<file path="config.mk">
export PLATFORM = sky130hd
export DESIGN_NAME = seq_signed_comparator
export DESIGN_NICKNAME = d
export VERILOG_FILES = /design/src/rtl/seq_signed_comparator.sv
export SDC_FILE = /design/constraint.sdc
export NUM_CORES = 1
export LEC_CHECK = 0
export CAP_MARGIN = 20
export CORE_UTILIZATION = 40
export DETAILED_ROUTE_END_ITERATION = 6
export GPL_TIMING_DRIVEN = 0
export PLACE_DENSITY = 0.67
export SLEW_MARGIN = 20
export SYNTH_ARGS = -nofsm -noshare
export SYNTH_HDL_FRONTEND = slang
export SYNTH_SLANG_ARGS = --single-unit
</file>
<file path="constraint.sdc">
create_clock -name clk -period 2 [get_ports clk]
set_input_delay 0.5 -clock clk [delete_from_list [all_inputs] [get_ports clk]]
set_output_delay 0.5 -clock clk [all_outputs]
set_load 0.05 [all_outputs]
</file>
<file path="src/rtl/seq_signed_comparator.sv">
// Bit-serial lt/eq/gt compare of two WIDTH-bit operands, signed or unsigned per operation.
// Latency: 1..WIDTH cycles from an accepted start with SEQ_CMP_EARLY_EXIT_EN, otherwise always WIDTH.
// Backpressure: start is ignored while busy; a start in the done cycle is accepted with no idle gap.
module seq_signed_comparator #(
   parameter int WIDTH = 8
) (
   input  logic             clk,
   input  logic             reset,
   input  logic             start,
   input  logic [WIDTH-1:0] A,
   input  logic [WIDTH-1:0] B,
   input  logic             is_signed,
   output logic             busy,
   output logic             done,
   output logic             lt,
   output logic             eq,
   output logic             gt
);

   localparam int IW = $clog2(WIDTH);
   localparam logic [WIDTH-1:0] MSB_MASK = {1'b1, {(WIDTH-1){1'b0}}};

   typedef enum logic [1:0] {IDLE, SCAN, DONE} state_t;

   state_t           state, state_nxt;
   logic [WIDTH-1:0] a_q, b_q;
   logic [IW-1:0]    idx;
   logic             lt_q, eq_q, gt_q;
   logic             accept;
   logic             bit_a, bit_b, differ, last;
   logic             decide, dec_lt, dec_eq, dec_gt;
`ifndef SEQ_CMP_EARLY_EXIT_EN
   logic             seen_q, seen_gt_q;
`endif

   assign accept = start && (state != SCAN);
   assign bit_a  = a_q[idx];
   assign bit_b  = b_q[idx];
   assign differ = bit_a ^ bit_b;
   assign last   = (idx == '0);

   always_comb begin
      state_nxt = state;
      decide    = 1'b0;
      dec_lt    = 1'b0;
      dec_eq    = 1'b0;
      dec_gt    = 1'b0;
      case (state)
         IDLE: if (start) state_nxt = SCAN;
         SCAN: begin
`ifdef SEQ_CMP_EARLY_EXIT_EN
            if (differ) begin
               decide = 1'b1;
               dec_gt = bit_a;
               dec_lt = ~bit_a;
            end else if (last) begin
               decide = 1'b1;
               dec_eq = 1'b1;
            end
`else
            // Full-length scan: the first difference seen wins, bit 0 only matters if none was seen.
            if (last) begin
               decide = 1'b1;
               if (seen_q) begin
                  dec_gt = seen_gt_q;
                  dec_lt = ~seen_gt_q;
               end else if (differ) begin
                  dec_gt = bit_a;
                  dec_lt = ~bit_a;
               end else begin
                  dec_eq = 1'b1;
               end
            end
`endif
            if (decide) state_nxt = DONE;
         end
         DONE:    state_nxt = start ? SCAN : IDLE;
         default: state_nxt = IDLE;
      endcase
   end

   always_ff @(posedge clk or posedge reset) begin
      if (reset) begin
         state <= IDLE;
         a_q   <= '0;
         b_q   <= '0;
         idx   <= '0;
         lt_q  <= 1'b0;
         eq_q  <= 1'b0;
         gt_q  <= 1'b0;
      end else begin
         state <= state_nxt;
         if (accept) begin
            // Flipping both MSBs maps two's complement onto offset binary, so the scan stays unsigned.
            a_q  <= is_signed ? (A ^ MSB_MASK) : A;
            b_q  <= is_signed ? (B ^ MSB_MASK) : B;
            idx  <= IW'(WIDTH - 1);
            lt_q <= 1'b0;
            eq_q <= 1'b0;
            gt_q <= 1'b0;
         end else if (state == SCAN) begin
            if (decide) begin
               lt_q <= dec_lt;
               eq_q <= dec_eq;
               gt_q <= dec_gt;
            end else begin
               idx <= idx - IW'(1);
            end
         end
      end
   end

`ifndef SEQ_CMP_EARLY_EXIT_EN
   always_ff @(posedge clk or posedge reset) begin
      if (reset) begin
         seen_q    <= 1'b0;
         seen_gt_q <= 1'b0;
      end else if (accept) begin
         seen_q    <= 1'b0;
         seen_gt_q <= 1'b0;
      end else if (state == SCAN && differ && !seen_q) begin
         seen_q    <= 1'b1;
         seen_gt_q <= bit_a;
      end
   end
`endif

   assign busy = (state == SCAN);
   assign done = (state == DONE);
   assign lt   = lt_q;
   assign eq   = eq_q;
   assign gt   = gt_q;

endmodule

</file>
* After elaboration in Yosys (flattened, before gate mapping)
Cells that the tools add are included.
** Storage, ports and cells
- Logic and storage cells :: 72
- Bits in registers :: 26
- Output and inout bits :: 5
- Input bits :: 20
** Operators by class
- Magnitude comparators :: 1
- Muxes and demuxes :: 38
- Add/subtract/negate cells :: 1
- Reductions and logical operators :: 12
- Eq/ne operators :: 6
- Bitwise gates (word level) :: 5
** Operators by type and width (count)
- $mux W1 :: 28
- $mux W8 :: 2
- $mux W3 :: 3
- $bmux W1 S3 :: 2
- $pmux W2 S3 :: 1
- $reduce_and A2 Y1 :: 3
- $reduce_bool A2 Y1 :: 3
- $lt A3 B4 Y1 const B :: 1
- $mux W2 :: 2
- $ne A2 B1 Y1 const B :: 2
- $ne A2 B2 Y1 const B :: 2
- $not A1 Y1 :: 4
- $logic_and A1 B1 Y1 :: 3
- $logic_not A3 Y1 :: 1
- $sub A3 B1 Y3 const B :: 1
- $eq A2 B1 Y1 const B :: 1
- $eq A2 B2 Y1 const B :: 1
- $logic_not A2 Y1 :: 1
- $logic_not A1 Y1 :: 1
- $xor A1 B1 Y1 :: 1

* Depth between registers and ports, before layout
- Depth in word-level cells :: 9
- Gate-level depth with buffers :: 8

* Worst setup path after synthesis
No wires, ideal clock.
- Path kind :: register -> register
- From :: register idx[0]
- To :: register seen_gt_q
- Setup time :: 79 ps
- Period minus slack after synthesis :: 1979 ps
- Stages on the path, launching flop included :: 8
- Arrival :: 1899 ps
- Slack :: 21 ps
- Path buffers :: 1
- Cell sequence :: dfrtp_1 > buf_6 > mux4_1 > mux2i_1 > inv_1 > ha_1 > nor3_1 > mux2i_1
** Between the ends
- Word-level cells in the longest chain between the ends :: 6
- Elaborated cells between the ends (all ways) :: 10
- Classes of those cells :: 6 x mux; 1 x bitwise; 3 x reduce/logical
** Ends and longest elaborated chain
- start: declaration :: line 27 : logic [IW-1:0] idx;
- start signal: assignment :: line 97 : idx <= IW'(WIDTH - 1);
- start signal: assignment :: line 107 : idx <= idx - IW'(1);
- $bmux W1 S3, on equally long branches :: line 37, 38
- $mux W1, on equally long branches :: line 37, 38
- $xor A1 B1 Y1 :: line 39 : assign differ = bit_a ^ bit_b;
- $logic_and A1 B1 Y1 (2 in series) :: line 121 : end else if (state == SCAN && differ && !seen_q) begin
- $reduce_bool A2 Y1 (no source line)
- end signal: assignment :: line 123 : seen_gt_q <= bit_a;
- end: declaration :: line 33 : logic seen_q, seen_gt_q;
Several ways; a longest one is shown, not always the timed one. The select of a mux whose other input is x is not followed.
A chain may end at the register's enable or synchronous reset.

* Final worst setup path
- From :: register idx[0]
- To :: register seen_q
** Between the ends
- Word-level cells in the longest chain between the ends :: 6
- Elaborated cells between the ends (all ways) :: 8
- Classes of those cells :: 4 x mux; 1 x bitwise; 3 x reduce/logical
** Ends and longest elaborated chain
- $bmux W1 S3, on equally long branches :: line 37, 38
- $mux W1, on equally long branches :: line 37, 38
- $xor A1 B1 Y1 * :: line 39
- $logic_and A1 B1 Y1 * (2 in series) :: line 121
- $reduce_bool A2 Y1 (no source line) *
- end signal: assignment :: line 116 : seen_q <= 1'b0;
- end signal: assignment :: line 119 : seen_q <= 1'b0;
- end signal: assignment :: line 122 : seen_q <= 1'b1;
- end: declaration :: line 33
Every way passes the cells marked *; elsewhere a longest branch is shown, timed or not. The select of a mux whose other input is x is not followed.

==> metrics.txt <==
Worst-path clk slew=0.14 ns; Min Hold Slack=0.422 ns; Inst Count DP=163; post-synth top area cell=dfrtp_1; syn nets=121; #FFs+latches synth=26; Clk Tree Root Cell=clkbuf_4; max_slew headroom=67.4%; CTS buffer count=3; Slew @ Worst Pin=0.491 ns; Iter 0 DRT Violations=23; final cell count without fillers=172; hold buffer count at cts=0; Final period util=99.1%; crit-path cells=buf_6 -> buf_4 -> mux2i_1 -> mux4_2 -> ha_4 -> o21ai_0 -> and2_1; H-tree levels=1; # rows=19; CP max FO=6; synth cell count leaders=dfrtp_1, mux2_2, o21ai_0; largest stage delay on the critical path=0.53 ns; CTS tree=built; core footprint=2880 um^2; Worst Path Arrival=2.21 ns; Sink Count=26; largest net degree at the start of global routing=27; vias post-DR=886; layout cells sized above 1=30.8%; kind of critical path=reg2reg; Max-Cap Viols=0; Layout Skew=0.00641 ns; DP HPWL=1720 um; Vias/cell=5.15; total power=2.76 mW; synthesis-to-finish area growth=34.4%; Slew Viols, Final=0; Mapped Avg Cell Area=13.0 um^2; Bufs and invs on worst path=2; CP required=2.23 ns; status=finished with violations; top-area cell type share of the netlist area=51.8%; Setup crit end kind=flop; # port buffers=24; cell count of the worst reg-to-reg path=7; number of synthesis warnings=0; Final setup viols=0; I/O Pins=25; finished layout cell area=1690 um^2; CP Depth=7; Period minus WS final=1.98 ns; first-pass iteration count of the detailed router=6; RSZ-0062 raised after global routing=yes; GRT Overall Usage=16.2%; failing checks=DRC; Chip Height=58.0 um; Hold Fails Final Rpt=0; crit path max-delay cell type=mux4_2; Initial Util=43.7%; initial antenna violation count=0; clk buf depth=2; leading cell type by number of instances after synthesis=dfrtp_1; Post-Syn Area=1260 um^2; Post-synth EDFFs=0; pre-CTS setup slack=-0.228 ns; GRT overflow=0; DP Area=1550 um^2; Yosys cell types=26; Final #Nets=155; ANT cells=0; Post-synth ARST share=100%; Cells after Synth=97; Post-route DRC=1; fmax=504 MHz; vias in the first global route=883; peak supply drop=0.000700 V; sequential fraction of the synthesis area=51.8%; drt total wl=2440 um; wire length per cell=14.2 um; CP delay by family, top=multiplexers; post-route ant nets=0; global placer's final weighted congestion=0.777; Critical Path Start=idx[0]; die area=3370 um^2; Pwr Density=1630 nW/um^2; Die W=58.0 um; critical path startpoint category=flop; Skew-Pair Late Insertion Delay=0.32 ns; main area contributors after synthesis=dfrtp_1, mux2_2, mux2i_1; Lkg Pwr=0.747 nW; FF-to-FF Start=idx[0]; dominant synthesized flop cell=dfrtp_1; first-pass GRT wire length=4020 um; Final Worst Setup Slack=0.0177 ns; worst min-delay path class=in2async
power breakdown:
group	internal (mW)	total [mW]	switching (mW)
logic	0.823	1.55	0.730
clock network	0.111	0.266	0.155
registers	0.774	0.939	0.165
total	1.71	2.76	1.05
metal layers:
metal	global-route usage, %	wire length, um	up-vias
met5	0	0	-
met4	5.10	23	0
met3	4.69	118	2
met2	27.4	1340	28
met1	19.8	951	444
li1	-	-	412
kinds of logic (layout without fill, tap and decap cells):
| group | after synthesis | in the layout | synth area share [%] |
|---|---|---|---|
| compound gates | 16 | 16 | 7.77 |
| flops | 26 | 26 | 51.8 |
| buf+inv | 13 | 46 | 4.68 |
| simple gates | 12 | 12 | 6.17 |
| mux | 24 | 24 | 24.2 |
| fa+ha+maj | 4 | 4 | 3.98 |
| xor+xnor | 2 | 2 | 1.39 |
path summary, 6_finish.rpt:
kind | to | slack, ns
setup / recovery | seen_q | 0.02
hold / removal | seen_gt_q | 0.42
setup reg to reg | seen_q | 0.02
hold reg to reg | b_q[6] | 0.52
max in group asynchronous | a_q[4] | 1.16
min in group clk | b_q[6] | 0.52
layout by cell type, fill, tap and decap left out:
cell	instances
o311ai_0	1
mux2i_1	5
nand2b_1	1
or3_2	1
dfrtp_1	26
nand2b_4	1
dlygate4sd2_1	3
xnor2_1	2
o21ai_0	10
mux2_4	1
inv_2	2
a22o_1	2
nand3_1	2
buf_4	5
nor3_4	1
and4bb_1	1
buf_2	2
and2_1	1
clkdlybuf4s15_1	1
mux4_2	3
o22ai_1	1
clkbuf_8	1
inv_1	7
clkbuf_4	3
a32o_1	1
mux2_2	14
nand2_1	1
ha_1	2
nor2b_1	2
buf_16	1
ha_4	2
mux2i_2	1
buf_6	2
or4_1	1
a21oi_1	1
clkdlybuf4s50_1	19
state kept, by name, summed over array words and instances (netlist names):
name and count:
a_q 8, b_q 8, idx 3, state 2, eq 1, gt 1, lt 1, seen_gt_q 1
seen_q 1
layout make-up:
cell class | instances | area [um^2]
Timing Repair Buffer | 30 | 303
Multi-Input combinational cell | 58 | 591
Sequential cell | 26 | 651
Tap cell | 42 | 52.6
Buffer | 3 | 21.3
Fill cell | 260 | 1190
Inverter | 9 | 33.8
Clock buffer | 4 | 36.3
stage by stage:
step | setup TNS [ns] | utilization, %
2_1_floorplan | 0 | -
3_3_place_gp | -0.360 | 53.8
3_5_place_dp | -0.417 | 53.8
4_1_cts | -0.0931 | 56.6
5_1_grt | -0.0605 | 58.7
6_report | 0 | 58.7
timing repair:
action	4_1_cts	5_1_grt
pin swaps	1	3
setup buffers	5	1
endpoints found under the setup margin	8	5
resized for setup	14	11
Power figures use the tool's default switching activity.
